`src/rtl/addi_exec_datapath.sv`:
```
// rtl/addi_exec_datapath.sv - single-cycle ADDI decode, ALU and 32-entry register file
module addi_exec_datapath #(
  parameter int XLEN   = 32,
  parameter int REG_AW = 5
) (
  input  logic              clk,
  input  logic              rst,
  input  logic [31:0]       inst,
  output logic [XLEN-1:0]   alu_result,
  output logic              reg_wen,
  output logic              illegal,
  input  logic [REG_AW-1:0] dbg_raddr,
  output logic [XLEN-1:0]   dbg_rdata
);

  localparam int          NREG        = 2 ** REG_AW;
  localparam logic [6:0]  OPC_OP_IMM  = 7'b0010011;
  localparam logic [2:0]  F3_ADDI     = 3'b000;

  // Instruction fields
  logic [6:0]        opcode;
  logic [2:0]        funct3;
  logic [REG_AW-1:0] rs1;
  logic [REG_AW-1:0] rd;
  logic [XLEN-1:0]   imm;
  logic [XLEN-1:0]   src1;

  // Architectural registers; entry 0 is never written and is masked on read
  logic [XLEN-1:0]   rf [NREG];

  assign opcode = inst[6:0];
  assign funct3 = inst[14:12];
  assign rs1    = inst[15 +: REG_AW];
  assign rd     = inst[7 +: REG_AW];
  assign imm    = {{(XLEN-12){inst[31]}}, inst[31:20]};

  // Decode: only OP-IMM with funct3 of ADDI is accepted, everything else is illegal
  always_comb begin
    reg_wen = 1'b0;
    illegal = 1'b1;
    if (opcode == OPC_OP_IMM && funct3 == F3_ADDI) begin
      reg_wen = 1'b1;
      illegal = 1'b0;
    end
  end

  // Asynchronous read ports; x0 always reads as zero even before the first reset
  always_comb begin
    src1      = '0;
    dbg_rdata = '0;
    if (rs1 != '0) begin
      src1 = rf[rs1];
    end
    if (dbg_raddr != '0) begin
      dbg_rdata = rf[dbg_raddr];
    end
  end

  // ALU: modular add, driven regardless of legality
  assign alu_result = src1 + imm;

  // Register file update: reset clears everything and overrides the write
  always_ff @(posedge clk) begin
    if (rst) begin
      for (int i = 0; i < NREG; i++) begin
        rf[i] <= '0;
      end
    end else if (reg_wen && rd != '0) begin
      rf[rd] <= alu_result;
    end
  end

endmodule

```
`config.mk`:
```
export PLATFORM = sky130hd
export DESIGN_NAME = addi_exec_datapath
export DESIGN_NICKNAME = d
export VERILOG_FILES = /design/src/rtl/addi_exec_datapath.sv
export SDC_FILE = /design/constraint.sdc
export NUM_CORES = 2
export LEC_CHECK = 0
export ABC_AREA = 0
export CORE_ASPECT_RATIO = 1.4
export CORE_MARGIN = 5
export CORE_UTILIZATION = 39
export CTS_CLUSTER_SIZE = 20
export DETAILED_ROUTE_END_ITERATION = 7
export GPL_TIMING_DRIVEN = 0
export PLACE_DENSITY = 0.62
export RECOVER_POWER = 50
export SLEW_MARGIN = 20
export SYNTH_ARGS = -nofsm -noshare
export SYNTH_HDL_FRONTEND = slang
export SYNTH_SLANG_ARGS = --single-unit
export TNS_END_PERCENT = 50
```
`constraint.sdc`:
```
create_clock -name clk -period 5.4 [get_ports clk]
set_clock_uncertainty 0.05 [all_clocks]
set_input_delay 0.54 -clock clk [delete_from_list [all_inputs] [get_ports clk]]
set_output_delay 0.54 -clock clk [all_outputs]
set_load 0.01 [all_outputs]
```
### Yosys cells after proc, flatten, opt, wreduce, memory -nomap -nowiden

Memory sizes are Yosys's and may differ from the RTL's.
Cells that the tools add are included.

| word-level totals | value |
|---|---|
| input port bits | 39 |
| flip-flop bits (word level) | 0 |
| memories | 1 |
| memory bits (writable) | 1024 |
| output and inout port bits | 66 |

Memories:

| name | depth | bits a word | rd ports | clocked after Yosys merged registers in | write ports | RTL line | text |
|---|---|---|---|---|---|---|---|
| rf | 32 | 32 | 2 | 0 | 32 | 29 | `logic [XLEN-1:0] rf [NREG];` |

| operators by class | value |
|---|---|
| reductions and logical operators | 7 |
| add/sub/neg operators | 1 |
| equality and inequality tests | 1 |
| mux-type cells | 12 |

Operators by type and width:

| operator | count |
|---|---|
| $mux W32 | 3 |
| $add A32 B32 Y32 | 1 |
| $reduce_or A32 Y1 | 1 |
| $reduce_bool A5 Y1 | 3 |
| $mux W1 | 8 |
| $eq A7 B5 Y1 const B | 1 |
| $mux W5 | 1 |
| $logic_not A3 Y1 | 1 |
| $logic_and A1 B1 Y1 | 2 |

### Depth between registers and ports, before layout

| logic depth | value |
|---|---|
| depth after elaboration | 9 |
| depth in mapped cells | 18 |

### Worst setup path before layout

OpenSTA, ideal clock, no wires.

| path | value |
|---|---|
| kind | in2out |
| start point | input inst[16] |
| end point | output alu_result[28] |
| stages | 18 |
| path slack | -0.131 ns |
| path buffers | 5 |
| data required time | 4.810 ns |
| arrival | 4.941 ns |
| cell sequence | buf_2 buf_2 clkbuf_1 clkbuf_1 mux4_2 mux4_2 mux2i_1 nor2_1 ha_1 fa_1 a21oi_2 o211ai_2 a2111oi_4 o21ai_2 a211o_1 a221oi_4 buf_6 inv_2 |

| on the way | value |
|---|---|
| cells in the longest elaborated chain, start to end | 3 |

Ends and longest elaborated chain:

| what | RTL line | text |
|---|---|---|
| from (decl) | 8 | `input logic [31:0] inst,` |
| $mem_v2 Z32 W32 or $reduce_bool A5 Y1 (tied branches) | n/a |  |
| $mux W32 * | 51 | `if (rs1 != '0) begin` |
| $add A32 B32 Y32 * | 60 | `assign alu_result = src1 + imm;` |
| to (decl) | 9 | `output logic [XLEN-1:0] alu_result,` |

Every way passes the cells marked *; elsewhere a longest branch is shown, timed or not.

### Worst setup path in the final report

| path | value |
|---|---|
| start point | input inst[15] |
| end point | output alu_result[28] |

The elaborated chain is that of the path after synthesis.

==> results.json <==
{
  "status": "finished, violations left",
  "failed_checks": "capacitance limit, slew limit, setup timing",
  "die_w_um": 324,
  "die_area_um2": 146000,
  "finalMaxSlewViolations": 336,
  "grt_pass1_vias": 37700,
  "fin_area_um2": 63400,
  "syn-instance-count": 3566,
  "post_drt_wl_per_cell_um": 34.3,
  "slew-limit-headroom_pct": -80.5,
  "hold_violations": 0,
  "worstPathMaxFanout": 10,
  "grt_pass1_wl_mm": 272,
  "clock_latency_ns": 0.74,
  "cp-start-kind": "input port",
  "gr-usage-all-layers_pct": 26.5,
  "tightest_slew_ns": 2.71,
  "ir_drop_v": 0.000245,
  "yosysWarnings": 0,
  "rsz0062_at_grt": "true",
  "p_total_mw": 21.3,
  "hold_path.class": "input port to flop",
  "cts.sinks": 1024,
  "endpoint_kind": "output port",
  "drt_wl_total_mm": 197,
  "drive_above_1_share_pct": 30.0,
  "synth_edf_count": 1024,
  "max_freq_ghz": 0.181,
  "via_count": 36500,
  "cp.arrival_ns": 4.94,
  "reg2reg_from": "rf[22][0]",
  "synth_cell_types": 63,
  "cts_tree": "built",
  "drtAntennaViolNets": 0,
  "rows": 161,
  "power_density_nw_per_um2": 336,
  "min_period_ns": 5.53,
  "synthArstFlopShare_pct": 0,
  "drc": 0,
  "via_per_inst": 6.35,
  "timing.rr.end": "rf[21][12]",
  "area.growth.synth_to_final_pct": 17.4,
  "final_cell_mix": "edfxtp_1 (1024), nor2_1 (990), mux4_2 (635)",
  "holdPathEnd": "rf[1][31]",
  "required_ns": 4.81,
  "largest_register": "rf",
  "io_pins": 105,
  "ys_seq_area_share_pct": 57.0,
  "final_cells": 5760,
  "final-setup-viol-count": 2,
  "postCtsHoldBufs": 0,
  "root_buffer": "clkbuf_16",
  "start_util_pct": 39.2,
  "routabilityCongestion": 0.993,
  "dr.first_iter.drc_count": 5175,
  "synth_seq_cells": 1024,
  "grt_start_max_net_pins": 33,
  "cts_made_buffers": 95,
  "synth_area_leaders": "edfxtp_1 (57%), mux4_2 (26%), nor2_1 (6.9%)",
  "clockBufferDepth": 3,
  "synthFlopType": "edfxtp_1",
  "clk_pin_slew_ns": 0.07,
  "p_leak_nw": 22.8,
  "synth_top_area_share_pct": 57.0,
  "place_hpwl_mm": 138,
  "reg2reg_depth": 18,
  "placedCellCount": 5490,
  "nNetsFinal": 3957,
  "rrSetupSlack_ns": 0.44,
  "antenna_found_initial": 5,
  "cap_violations": 12,
  "core_um2": 138000,
  "port_buffers": 97,
  "synth.largest_area_cell": "edfxtp_1",
  "finalCritPeriodShare_pct": 102,
  "setup_ws_ns": -0.128,
  "chipHeight_um": 450,
  "syn_area_um2": 54000,
  "critPathKind": "input port to output port",
  "layout_commonest_cell": "edfxtp_1",
  "whs_path_depth": 8,
  "setup_tns_ns": -0.165,
  "avgSynthCellArea_um2": 15.1,
  "largest_reg_flops": 1024,
  "dr.pass1.iters": 6,
  "largest_registers": "rf: 1024 flops",
  "h-tree-depth": 3,
  "utilization_pct": 46.1,
  "grt-ovfl-total": 0,
  "hp-start": "inst[16]",
  "place_area_um2": 57600
}
[worst max-delay path: stages]
cell and delay, ns:
buf_16 0.14, buf_12 0.17, bufbuf_16 0.31, mux4_2 0.51, mux4_2 0.46, mux2i_1 0.14
nor2_1 0.06, ha_2 0.21, fa_2 0.37, a21oi_4 0.20, o211ai_4 0.13, a2111oi_4 0.31
buf_4 0.21, o21ai_4 0.09, buf_6 0.14, a211o_1 0.31, a221oi_4 0.29, buf_6 0.17
inv_2 0.03, buf_6 0.11
[stage by stage]
step	setup WS, ns	hold slack [ns]
global route	-0.231	0.933
global placement	-2.95	1.13
CTS	-0.0935	0.844
floorplan	0.00622	0.887
finish	-0.128	0.894
detailed placement	-2.92	1.15
[cell type report]
cell class | count | area (µm²)
clock buffer | 108 | 2470
clock inverter | 66 | 737
multi-input combinational | 2163 | 22600
antenna | 4 | 10.0
inverter | 39 | 146
timing repair buffer | 202 | 1950
sequential | 1024 | 30700
buffer | 361 | 2480
fill | 11900 | 74200
tap | 1793 | 2240
[kinds of logic (layout without fill, tap and decap cells)]
| logic type | after synthesis | count (layout) | synth area share [%] |
|---|---|---|---|
| flip-flops | 1024 | 1024 | 57.0 |
| multiplexers | 707 | 707 | 27.8 |
| other | 1 | 36 | 0.00695 |
| buffers and inverters | 410 | 776 | 3.08 |
| AO/OA/AOI/OAI | 133 | 133 | 1.73 |
| adder cells (fa/ha/maj) | 32 | 32 | 0.756 |
| XOR/XNOR | 18 | 18 | 0.292 |
| AND/OR/NAND/NOR | 1241 | 1241 | 9.32 |
[synth_stat cells, types with 8 or more instances]
cell,instances
nor3_1,100
a21oi_1,35
o21a_1,9
o21ai_0,27
mux4_2,635
nand2_1,61
nor2_1,996
ha_1,31
buf_2,76
xnor2_1,11
mux2i_1,69
buf_1,54
a21o_1,12
o211ai_1,12
clkbuf_1,237
inv_1,37
nand2b_1,33
nand4_1,8
edfxtp_1,1024
[how the worst max path moves through the flow]
| stage | start | end | slack [ns] | cells after the start |
|---|---|---|---|---|
| floorplan | inst[15] | alu_result[28] | 0.006 | 17 |
| global placement | inst[16] | alu_result[23] | -2.95 | 19 |
| detailed placement | inst[16] | alu_result[23] | -2.92 | 19 |
| CTS | rf[20][0] | alu_result[28] | -0.09 | 17 |
| global route | rf[19][0] | alu_result[28] | -0.23 | 17 |
| finish | inst[15] | alu_result[28] | -0.13 | 20 |
[repair_timing]
action / 4_1_cts / 5_1_grt
pin swaps: 58 / 26
hold endpoints to repair: 0 / 0
setup buffers: 69 / 25
resized for setup: 437 / 62
setup endpoints to repair: 814 / 28
gates cloned: 8 / 0
[report_power, final]
| group | internal [mW] | leakage (nW) | switching [mW] |
|---|---|---|---|
| Sequential | 9.01 | 10.6 | 0.133 |
| Combinational | 1.86 | 10.7 | 3.09 |
| Clock | 4.01 | 1.55 | 3.20 |
| Total | 14.9 | 22.8 | 6.42 |
[routing by layer]
layer  track usage (%)  share of wire [%]
met3              5.32                9.9
met4              15.5                7.1
met1              30.2                 33
met5                 0                  0
met2              46.3                 50
Note: power is estimated with default switching activity, not from simulation.
